### config.mk
export PLATFORM = sky130hd
export DESIGN_NAME = mem_stage_ctrl_flat
export DESIGN_NICKNAME = d
export VERILOG_FILES = /design/src/rtl/cpu_pkg.sv /design/src/rtl/mem_stage_ctrl_if.sv /design/src/rtl/mem_stage_ctrl_out_reg.sv /design/src/rtl/mem_stage_ctrl.sv /design/src/flat_wrapper.sv
export SDC_FILE = /design/constraint.sdc
export NUM_CORES = 1
export LEC_CHECK = 0
export CORE_MARGIN = 1.5
export CORE_UTILIZATION = 30
export DETAILED_ROUTE_END_ITERATION = 16
export GPL_TIMING_DRIVEN = 0
export PLACE_DENSITY = 0.62
export REMOVE_ABC_BUFFERS = 1
export SETUP_SLACK_MARGIN = 0.2
export SLEW_MARGIN = 20
export SYNTH_ARGS = -nofsm -noshare
export SYNTH_HDL_FRONTEND = slang
export SYNTH_HIERARCHICAL = 1
export SYNTH_SLANG_ARGS = --single-unit
### constraint.sdc
create_clock -name clk_i -period 5.91 [get_ports clk_i]
set_input_delay 0.591 -clock clk_i [delete_from_list [all_inputs] [get_ports clk_i]]
set_output_delay 0.591 -clock clk_i [all_outputs]
set_load 0.1 [all_outputs]
### src/rtl/cpu_pkg.sv
// Shared pipeline definitions: control-bit positions, MEM-stage FSM states
// and the operation codes that steer the MEM/WB output bundle register.
package cpu_pkg;

    localparam int DATA_W = 32;

    // WB control bit positions
    localparam int REGWRITE = 1;
    localparam int MEMTOREG = 0;

    // M control bit positions
    localparam int MEMREAD  = 1;
    localparam int MEMWRITE = 0;

    typedef enum logic {
        ST_IDLE,
        ST_BUSY
    } state_t;

    // What the output bundle register does at the next edge
    typedef enum logic [1:0] {
        OUT_PASS,    // load WB/ALU/RegDst and the supplied read data
        OUT_FAULT,   // load ALU/RegDst, squash WB, clear read data, flag error
        OUT_BUBBLE,  // squash WB only
        OUT_ABORT    // squash WB, clear read data, flag error
    } out_op_t;

    // Exactly one of MemRead/MemWrite selects a memory access
    function automatic logic is_access(input logic [1:0] m);
        return m[MEMREAD] ^ m[MEMWRITE];
    endfunction

    // Both control bits set, or a word access that is not word aligned
    function automatic logic is_illegal(input logic [1:0] m, input logic [1:0] addr_lo);
        return (m == 2'b11) || (is_access(m) && (addr_lo != 2'b00));
    endfunction

endpackage

### src/rtl/mem_stage_ctrl_if.sv
// Data-memory request/acknowledge bus between the MEM stage and its memory.
interface mem_stage_ctrl_if #(
    parameter int DATA_W = cpu_pkg::DATA_W
);

    logic              mem_req;
    logic              mem_we;
    logic [DATA_W-1:0] mem_addr;
    logic [DATA_W-1:0] mem_wdata;
    logic              mem_ack;
    logic [DATA_W-1:0] mem_rdata;

    modport master (
        output mem_req,
        output mem_we,
        output mem_addr,
        output mem_wdata,
        input  mem_ack,
        input  mem_rdata
    );

    modport slave (
        input  mem_req,
        input  mem_we,
        input  mem_addr,
        input  mem_wdata,
        output mem_ack,
        output mem_rdata
    );

endinterface

### src/rtl/mem_stage_ctrl_out_reg.sv
// MEM/WB-side output bundle register; one op code per cycle decides whether
// the bundle loads, becomes a bubble, or reports a fault.
module mem_wb_out_reg
    import cpu_pkg::*;
#(
    parameter int DATA_W = cpu_pkg::DATA_W
) (
    input  logic              clk_i,
    input  logic              rst_i,
    input  out_op_t           op_i,
    input  logic [1:0]        WB_i,
    input  logic [DATA_W-1:0] ALUresult_i,
    input  logic [4:0]        RegDst_i,
    input  logic [DATA_W-1:0] rdata_i,
    output logic [1:0]        WB_o,
    output logic [DATA_W-1:0] ReadData_o,
    output logic [DATA_W-1:0] ALUresult_o,
    output logic [4:0]        RegDst_o,
    output logic              err_o
);

    logic [1:0]        wb_d,     wb_q;
    logic [DATA_W-1:0] rdata_d,  rdata_q;
    logic [DATA_W-1:0] alu_d,    alu_q;
    logic [4:0]        regdst_d, regdst_q;
    logic              err_d,    err_q;

    // NOTE: every signal gets a default before the case so no path leaves it unassigned (no latch).
    always_comb begin
        wb_d     = wb_q;
        rdata_d  = rdata_q;
        alu_d    = alu_q;
        regdst_d = regdst_q;
        err_d    = 1'b0;

        unique case (op_i)
            OUT_PASS: begin
                wb_d     = WB_i;
                rdata_d  = rdata_i;
                alu_d    = ALUresult_i;
                regdst_d = RegDst_i;
            end
            OUT_FAULT: begin
                wb_d[REGWRITE] = 1'b0;
                wb_d[MEMTOREG] = 1'b0;
                rdata_d        = '0;
                alu_d          = ALUresult_i;
                regdst_d       = RegDst_i;
                err_d          = 1'b1;
            end
            OUT_BUBBLE: begin
                wb_d[REGWRITE] = 1'b0;
                wb_d[MEMTOREG] = 1'b0;
            end
            OUT_ABORT: begin
                wb_d[REGWRITE] = 1'b0;
                wb_d[MEMTOREG] = 1'b0;
                rdata_d        = '0;
                err_d          = 1'b1;
            end
            default: ;
        endcase
    end

    // NOTE: sequential state uses non-blocking assignments so all flops update together at the edge.
    always_ff @(posedge clk_i or posedge rst_i) begin
        if (rst_i) begin
            wb_q     <= '0;
            rdata_q  <= '0;
            alu_q    <= '0;
            regdst_q <= '0;
            err_q    <= 1'b0;
        end else begin
            wb_q     <= wb_d;
            rdata_q  <= rdata_d;
            alu_q    <= alu_d;
            regdst_q <= regdst_d;
            err_q    <= err_d;
        end
    end

    assign WB_o        = wb_q;
    assign ReadData_o  = rdata_q;
    assign ALUresult_o = alu_q;
    assign RegDst_o    = regdst_q;
    assign err_o       = err_q;

endmodule

### src/rtl/mem_stage_ctrl.sv
// MEM-stage access controller: consumes the EX/MEM latch, runs one req/ack
// data-memory transaction at a time and stalls upstream while it is pending.
module mem_stage_ctrl
    import cpu_pkg::*;
#(
    parameter int DATA_W = cpu_pkg::DATA_W,
    parameter int TO_CYC = 255,
    parameter int TO_W   = 8
) (
    input  logic                     clk_i,
    input  logic                     rst_i,
    input  logic [1:0]               WB_i,
    input  logic [1:0]               M_i,
    input  logic [DATA_W-1:0]        ALUresult_i,
    input  logic [DATA_W-1:0]        WriteData_i,
    input  logic [4:0]               RegDst_i,
    output logic                     stall_o,
    mem_stage_ctrl_if.master         mem_if,
    output logic [1:0]               WB_o,
    output logic [DATA_W-1:0]        ReadData_o,
    output logic [DATA_W-1:0]        ALUresult_o,
    output logic [4:0]               RegDst_o,
    output logic                     err_o
);

    localparam logic [TO_W-1:0] CNT_LAST = TO_W'(TO_CYC - 1);

    state_t            state_d, state_q;
    logic              req_d,   req_q;
    logic              we_d,    we_q;
    logic [DATA_W-1:0] addr_d,  addr_q;
    logic [DATA_W-1:0] wdata_d, wdata_q;
    logic [TO_W-1:0]   cnt_d,   cnt_q;

    logic              access;
    logic              illegal;
    logic              stall;
    out_op_t           out_op;
    logic [DATA_W-1:0] rdata_sel;

    assign access  = is_access(M_i);
    assign illegal = is_illegal(M_i, ALUresult_i[1:0]);

    always_comb begin
        state_d   = state_q;
        req_d     = req_q;
        we_d      = we_q;
        addr_d    = addr_q;
        wdata_d   = wdata_q;
        cnt_d     = cnt_q;
        stall     = 1'b0;
        out_op    = OUT_PASS;
        rdata_sel = '0;

        unique case (state_q)
            ST_IDLE: begin
                if (illegal) begin
                    out_op = OUT_FAULT;
                end else if (access) begin
                    stall   = 1'b1;
                    state_d = ST_BUSY;
                    req_d   = 1'b1;
                    we_d    = M_i[MEMWRITE];
                    addr_d  = ALUresult_i;
                    wdata_d = WriteData_i;
                    cnt_d   = '0;
                    out_op  = OUT_BUBBLE;
                end
            end
            ST_BUSY: begin
                // Ack takes priority over a timeout landing on the same cycle
                if (mem_if.mem_ack) begin
                    rdata_sel = we_q ? '0 : mem_if.mem_rdata;
                    req_d     = 1'b0;
                    state_d   = ST_IDLE;
                end else if (cnt_q == CNT_LAST) begin
                    out_op  = OUT_ABORT;
                    req_d   = 1'b0;
                    state_d = ST_IDLE;
                end else begin
                    stall  = 1'b1;
                    cnt_d  = cnt_q + 1'b1;
                    out_op = OUT_BUBBLE;
                end
            end
            default: state_d = ST_IDLE;
        endcase
    end

    always_ff @(posedge clk_i or posedge rst_i) begin
        if (rst_i) begin
            state_q <= ST_IDLE;
            req_q   <= 1'b0;
            we_q    <= 1'b0;
            addr_q  <= '0;
            wdata_q <= '0;
            cnt_q   <= '0;
        end else begin
            state_q <= state_d;
            req_q   <= req_d;
            we_q    <= we_d;
            addr_q  <= addr_d;
            wdata_q <= wdata_d;
            cnt_q   <= cnt_d;
        end
    end

    // Upstream must not see a stall while the stage is being reset
    assign stall_o          = stall && !rst_i;
    assign mem_if.mem_req   = req_q;
    assign mem_if.mem_we    = we_q;
    assign mem_if.mem_addr  = addr_q;
    assign mem_if.mem_wdata = wdata_q;

    mem_wb_out_reg #(
        .DATA_W (DATA_W)
    ) u_out_reg (
        .clk_i       (clk_i),
        .rst_i       (rst_i),
        .op_i        (out_op),
        .WB_i        (WB_i),
        .ALUresult_i (ALUresult_i),
        .RegDst_i    (RegDst_i),
        .rdata_i     (rdata_sel),
        .WB_o        (WB_o),
        .ReadData_o  (ReadData_o),
        .ALUresult_o (ALUresult_o),
        .RegDst_o    (RegDst_o),
        .err_o       (err_o)
    );

endmodule

### src/flat_wrapper.sv
// flat-port wrapper written by rule: the top's interface ports become plain ports
module mem_stage_ctrl_flat import cpu_pkg::*;
#(
    parameter int DATA_W = cpu_pkg::DATA_W,
    parameter int TO_CYC = 255,
    parameter int TO_W   = 8
)
  (clk_i, rst_i, WB_i, M_i, ALUresult_i, WriteData_i, RegDst_i, stall_o, WB_o, ReadData_o, ALUresult_o, RegDst_o, err_o, mem_if_mem_req, mem_if_mem_we, mem_if_mem_addr, mem_if_mem_wdata, mem_if_mem_ack, mem_if_mem_rdata);
  mem_stage_ctrl_if #(.DATA_W(DATA_W)) mem_if_i ();
  input  logic clk_i;
  input  logic rst_i;
  input  logic [1:0] WB_i;
  input  logic [1:0] M_i;
  input  logic [DATA_W-1:0] ALUresult_i;
  input  logic [DATA_W-1:0] WriteData_i;
  input  logic [4:0] RegDst_i;
  output logic stall_o;
  output logic [1:0] WB_o;
  output logic [DATA_W-1:0] ReadData_o;
  output logic [DATA_W-1:0] ALUresult_o;
  output logic [4:0] RegDst_o;
  output logic err_o;
  output wire logic [$bits(mem_if_i.mem_req)-1:0] mem_if_mem_req;
  output wire logic [$bits(mem_if_i.mem_we)-1:0] mem_if_mem_we;
  output wire logic [$bits(mem_if_i.mem_addr)-1:0] mem_if_mem_addr;
  output wire logic [$bits(mem_if_i.mem_wdata)-1:0] mem_if_mem_wdata;
  input wire logic [$bits(mem_if_i.mem_ack)-1:0] mem_if_mem_ack;
  input wire logic [$bits(mem_if_i.mem_rdata)-1:0] mem_if_mem_rdata;
  assign mem_if_mem_req = mem_if_i.mem_req;
  assign mem_if_mem_we = mem_if_i.mem_we;
  assign mem_if_mem_addr = mem_if_i.mem_addr;
  assign mem_if_mem_wdata = mem_if_i.mem_wdata;
  assign mem_if_i.mem_ack = mem_if_mem_ack;
  assign mem_if_i.mem_rdata = mem_if_mem_rdata;
  mem_stage_ctrl #(.DATA_W(DATA_W), .TO_CYC(TO_CYC), .TO_W(TO_W)) u_core (.clk_i(clk_i), .rst_i(rst_i), .WB_i(WB_i), .M_i(M_i), .ALUresult_i(ALUresult_i), .WriteData_i(WriteData_i), .RegDst_i(RegDst_i), .stall_o(stall_o), .mem_if(mem_if_i), .WB_o(WB_o), .ReadData_o(ReadData_o), .ALUresult_o(ALUresult_o), .RegDst_o(RegDst_o), .err_o(err_o));
endmodule
Yosys cells after proc, flatten, opt, wreduce, memory -nomap -nowiden
Cells that the tools add are included.
{"block": "totals", "wordCells": 64, "regBits": 147, "output_inout_bits": 139, "in_bits": 108}
{"block": "op_classes", "n_addsub": 1, "bitwise": 3, "muxes": 26, "reduce_logical": 13, "eq_ne": 10}
{"op": "32-bit two-way mux", "n": 3}
{"op": "32-bit one-hot mux with 2 select lines", "n": 1}
{"op": "8-bit two-way mux", "n": 4}
{"op": "8-bit one-hot mux with 2 select lines", "n": 1}
{"op": "1-bit two-way mux", "n": 10}
{"op": "8-bit by 1-bit adder with 8-bit output (second input constant)", "n": 1}
{"op": "8-bit == test (second input constant)", "n": 1}
{"op": "2-bit one-hot mux with 2 select lines", "n": 2}
{"op": "2-bit == test (second input constant)", "n": 3}
{"op": "2-bit two-way mux", "n": 3}
{"op": "2-bit inequality test (second input constant)", "n": 3}
{"op": "3-bit AND reduction", "n": 2}
{"op": "1-bit one-hot mux with 2 select lines", "n": 2}
{"op": "4-bit AND reduction", "n": 1}
{"op": "2-bit nonzero test", "n": 2}
{"op": "2-bit OR reduction", "n": 2}
{"op": "3-bit inequality test (second input constant)", "n": 1}
{"op": "3-bit OR reduction", "n": 1}
{"op": "2-bit by 1-bit == test with 1-bit output (second input constant)", "n": 1}
{"op": "1-bit logical AND", "n": 2}
{"op": "2-bit logical NOT", "n": 1}
{"op": "2-bit by 1-bit inequality test with 1-bit output (second input constant)", "n": 1}
{"op": "1-bit NOT", "n": 2}
{"op": "1-bit logical NOT", "n": 1}
{"op": "2 further kinds", "n": 2}

Depth between registers and ports, before layout
{"block": "depth", "word_depth": 8, "ltp_mapped": 9, "ltp_nobuf": 7}

Modules after synthesis
The synthesis kept the hierarchy.
{"mod": "mem_stage_ctrl", "seq_area_each_um2": 1876.8, "instances": 1, "area_each_um2": 3213.1, "cells_each": 240}
{"mod": "mem_wb_out_reg", "seq_area_each_um2": 1801.7, "instances": 1, "area_each_um2": 2979.1, "cells_each": 189}

Least setup slack after synthesis
Ideal clock, no wire load.
{"block": "synth_timing", "path_kind": "input port to output port", "from": "input M_i[0]", "to": "output stall_o", "arrival_time_ns": 2.578, "path_buffers": 1, "cell_stages": 6, "setup_slack_ns": 2.741, "path_cell_list": "ha_1 > nor2_1 > nand3_1 > and2_1 > buf_6 > nor2_1"}
{"block": "synth_between", "elab_chain_len": 6}
{"item": "start: declaration", "line_no": "flat_wrapper.sv:13", "rtl": "input logic [1:0] M_i;"}
{"item": "1-bit bitwise XOR", "line_no": "cpu_pkg.sv:30", "rtl": "return m[MEMREAD] ^ m[MEMWRITE];"}
{"item": "1-bit logical AND", "line_no": "cpu_pkg.sv:35", "rtl": "return (m == 2'b11) || (is_access(m) && (addr_lo != 2'b00));"}
{"item": "1-bit logical OR", "line_no": "cpu_pkg.sv:35"}
{"item": "1-bit two-way mux (*)", "line_no": "mem_stage_ctrl.sv:57", "rtl": "if (illegal) begin"}
{"item": "1-bit one-hot mux with 2 select lines (*)", "line_no": "mem_stage_ctrl.sv:55", "rtl": "unique case (state_q)"}
{"item": "1-bit logical AND (*)", "line_no": "mem_stage_ctrl.sv:109", "rtl": "assign stall_o = stall && !rst_i;"}
{"item": "end: declaration", "line_no": "flat_wrapper.sv:17", "rtl": "output logic stall_o;"}
Every way passes the cells marked *; elsewhere a longest branch is shown, timed or not.

Final worst setup path
{"block": "layout_timing", "from": "input ALUresult_i[1]", "to": "output stall_o"}
{"block": "layout_between", "elab_chain_len": 6}
{"item": "start: declaration", "line_no": "flat_wrapper.sv:14", "rtl": "input logic [DATA_W-1:0] ALUresult_i;"}
{"item": "2-bit nonzero test", "line_no": "cpu_pkg.sv:35"}
{"item": "1-bit logical AND", "line_no": "cpu_pkg.sv:35"}
{"item": "1-bit logical OR", "line_no": "cpu_pkg.sv:35"}
{"item": "1-bit two-way mux", "line_no": "mem_stage_ctrl.sv:57"}
{"item": "1-bit one-hot mux with 2 select lines", "line_no": "mem_stage_ctrl.sv:55"}
{"item": "1-bit logical AND", "line_no": "mem_stage_ctrl.sv:109"}
No other way between the ends.

==> results.env <==
POST-DP-HPWL_UM=11350
HTREE_NUM_LEVELS=4
YS_WARN_COUNT=6
DETAILEDROUTE.FIRSTPASSITERATIONCOUNT=4
PRE_CTS_WS_NS=1.498
DIE-WIDTH_UM=146.7
CLK_ROOT_BUFFER_CELL='clkbuf_16'
SYNTH_FF_TYPE='dfrtp_1'
SYNTHSIMPLEGATEAREAFRAC_PCT=7.921
FIRST_PASS_GRT_WIRE_LENGTH_UM=25250
GRT_SETUP_UNREPAIRED='false'
SYNTH_ADDER_AREA_SHARE_PCT=0.6062
SYNTHDOMINANTCELLAREASHARE_PCT=59.41
SYNTH_TOP_CELLS_BY_AREA='dfrtp_1, mux2_2, mux2_4'
HP_CLASS='reg2reg'
ROWS=52
YS_SEQ_ELEMENTS=147
FIRST_GLOBAL_VIAS=4746
ACHIEVABLE_FREQ_GHz=0.2272
CP.DEPTH=7
FINAL_MIN_PERIOD_OVER_CLOCK_PERIOD_PCT=74.46
TOTAL_LEAKAGE_POWER_nW=4.074
NUMBER_OF_NETS_IN_THE_FINISHED_DESIGN=786
WORSTHOLDPATHCELLS=1
VIAS=4295
SYNTH_XOR_XNOR_AREA_SHARE_PCT=0
IO-PIN-COUNT=247
DRIVE_GT1_SHARE_PCT=21.83
FF2FF_PATH_DEPTH=6
IO_BUFFER_COUNT=246
FINAL_CELL_COUNT_NO_FILL=957
MOST_USED_STANDARD_CELLS_IN_THE_SYNTHESIZED_NETLIST='dfrtp_1, mux2_2, nor2_1, mux2_4, and2_1'
CORE-AREA_UM2=20230
SEQ_POWER_SHARE_PCT=30.0
POWER_DENSITY_OVER_THE_CELLS_nW_PER_UM2=442.8
GLOBALROUTETOTALUTIL_PCT=14.92
ROUTEDWLPERCELL_UM=16.47
SEQ_AREA_FRAC_SYNTH_PCT=59.41
SLEW_VIOL_FINAL=0
CTS_RESIZED=0
ARRIVAL_NS=3.81
PATH_CLASS='in2out'
DETAIL_ROUTE.WIRELENGTH_UM=15760
INTERNAL-POWER_W=0.002359
FINAL.FILL_COUNT=1773
CLOCK_SKEW_NS=0.009174
STARTPOINT_TYPE='primary input'
TRITONCTS='yes'
POWER.SHARE.CLOCK_PCT=27.1
CLOCK_SINK_COUNT=147
DIE_H_UM=146.7
CRITICAL_PATH.N_BUFFERS_INVERTERS=3
POST-SYNTH-TOP-AREA-CELL='dfrtp_1'
TRITONCTS.NUM_BUFFERS=17
CAP_VIOL_MAX_COUNT=0
POWER_FRAC_COMB_PCT=42.8
WORST_PATH_MAX_DELAY_CELL='clkdlybuf4s50_1'
SYNTH_COMPOUND_GATE_AREA_SHARE_PCT=2.384
INITIAL_CORE_UTIL_PCT=30.60
POSTSYNTH.ASYNCRESETSHARE_PCT=100.0
DRT_ITER0_DRC=132
INSERTEDDIODECOUNT=0
FINALSETUPVIOLCOUNT=0
CP-END-KIND='primary output'
SLEW_HEADROOM_PCT=30.61
SYNTH_MOST_COMMON_CELL='dfrtp_1'
SHARE_OF_CELL_AREA_TAKEN_BY_MUXES_AFTER_SYNTHESIS_PCT=25.54
SYN-INSTANCE-COUNT=429
GRT_OVERFLOW_TOTAL=0
HOLD_BUFFERS=0
FINALWEIGHTEDCONGESTION=0.7751
PROPORTION_OF_TOTAL_POWER_DUE_TO_NET_SWITCHING_PCT=44.33
WORST_EP_REQUIRED_TIME_NS=5.32
TIGHTEST_SLEW_NS=1.038
MEAN_INSTANCE_SIZE_IN_THE_SYNTHESIZED_NETLIST_UM2=14.43
IRDROPWORSTVDD_mV=0.2598
SYNTH_TOP_FAMILY_BY_AREA='multiplexers'
ANTENNA_VIOLATING_NETS_POST_ROUTE=0
CP_MAX_FO=39
WORST_SETUP_HOLD_PATH_CLK_SLEW_NS=0.06
SYNTH_ENABLE_FLOP_CELLS=0
SETUP_SLACK_NS=1.509
YOSYSUNIQUECELLTYPES=39
RUN_STATUS='complete, no violations'
REPORT.FINAL.HOLD_VIOL_COUNT=0
CRITICAL_PATH.TOP_DELAY_FAMILY='buffers and inverters'
PLACED_CELLS=926
COUNT_OF_UNRESOLVED_DRC_VIOLATIONS_AFTER_ROUTING=0
NUMBER_OF_ANTENNA_VIOLATIONS_AT_THE_FIRST_CHECK_IN_GLOBAL_ROUTING=0
CTS_POST_SETUP_BUFFERS_INSERTED=0
DIE_AREA_UM2=21510
GRT_MAX_DEGREE=56
FINALWORSTPATHREQUIREDPERIOD_NS=4.401
SYNTHESIS.AREA_UM2=6192
CLOCK_PATH_BUFFERS=2
SLOWEST_STAGE_DELAY_ON_CRITICAL_PATH_NS=1.15
CP_CELL_SEQUENCE='clkdlybuf4s50_1, nor2_1, nand3_4, buf_12, and2_1, nor2_1, clkdlybuf4s50_1'
POST_DRT_VIA_CELL_RATIO=4.488
SWITCHINGPOWER_W=0.001879
AREA_GROWTH_SYN_TO_LAYOUT_PCT=54.56
CLOCK_INSERTION_DELAY_WORST_SKEW_NS=0.41
power by group through the flow:
stage | sequential, W | clock (W) | combinational (W)
floorplan | 0.00237 | 0 | 0.000264
global placement | 0.00128 | 0 | 0.00182
detailed placement | 0.00129 | 0 | 0.00182
CTS | 0.00127 | 0.00118 | 0.00183
global route | 0.00130 | 0.00123 | 0.00186
finish | 0.00127 | 0.00115 | 0.00182
through the flow:
| step | cell area, um^2 | TNS (ns) | total power (W) | utilization (%) | hold WS [ns] |
|---|---|---|---|---|---|
| 2_1_floorplan | 5966 | -13.95 | 0.002635 | - | 0.5070 |
| 3_3_place_gp | 8766 | -221.57 | 0.003099 | 43.32 | 0.4749 |
| 3_5_place_dp | 8945 | 0 | 0.003115 | 44.21 | 0.4807 |
| 4_1_cts | 9570 | 0 | 0.004287 | 47.30 | 0.5016 |
| 5_1_grt | 9570 | 0 | 0.004394 | 47.30 | 0.5240 |
| 6_report | 9570 | 0 | 0.004237 | 47.30 | 0.4957 |
final timing paths:
path	slack, ns	end	start
worst max-delay path	1.51	stall_o	ALUresult_i[1]
worst max register to register	2.89	u_core/u_out_reg/ALUresult_o[2]	u_core/state_q
worst min-delay path	0.50	u_core/mem_if.mem_addr[1]	u_core/mem_if.mem_addr[1]
min in group asynchronous	0.61	u_core/cnt_q[1]	rst_i
max in group asynchronous	4.68	u_core/u_out_reg/ALUresult_o[2]	rst_i
worst min register to register	0.50	u_core/mem_if.mem_addr[1]	u_core/mem_if.mem_addr[1]
metal layers:
metal	up-vias	part of all wire [%]	track usage, %
li1	1961	-	-
met1	2158	42	18.40
met2	149	50	24.55
met3	27	5.7	4.219
met4	0	2.3	6.111
met5	-	0	0
state kept, by name, indices dropped and copies added, names as in the netlist:
name / cells
u_core/mem_if.mem_addr: 32
u_core/mem_if.mem_wdata: 32
u_core/u_out_reg/ALUresult_o: 32
u_core/u_out_reg/ReadData_o: 32
u_core/cnt_q: 8
u_core/u_out_reg/RegDst_o: 5
u_core/u_out_reg/WB_o: 2
u_core/mem_if.mem_req: 1
u_core/mem_if.mem_we: 1
u_core/state_q: 1
u_core/u_out_reg/err_o: 1
layout by cell type (no fill, tap or decap), types with 5 or more instances in the layout:
cell type,count
and2_1,35
clkbuf_16,17
clkdlybuf4s50_1,246
dfrtp_1,147
inv_1,5
inv_6,5
mux2_2,64
mux2_4,36
mux2i_1,32
nand2_1,7
nor2_1,37
layout make-up:
class	count	area (um^2)	share of cell area, %
Inverter	8	35.03	0.3661
Sequential cell	147	3679	38.44
Timing Repair Buffer	252	2595	27.11
Clock buffer	17	425.4	4.445
Tap cell	270	337.8	3.530
Clock inverter	14	200.2	2.092
Multi-Input combinational cell	249	2298	24.02
logic make-up (layout without fill, tap and decap cells):
logic type / count (synthesis) / count (layout)
flops: 147 / 147
mux: 132 / 132
simple gates: 95 / 95
compound gates: 19 / 19
buf+inv: 33 / 291
fa+ha+maj: 3 / 3
No activity file was read; power rests on OpenSTA's default activity.
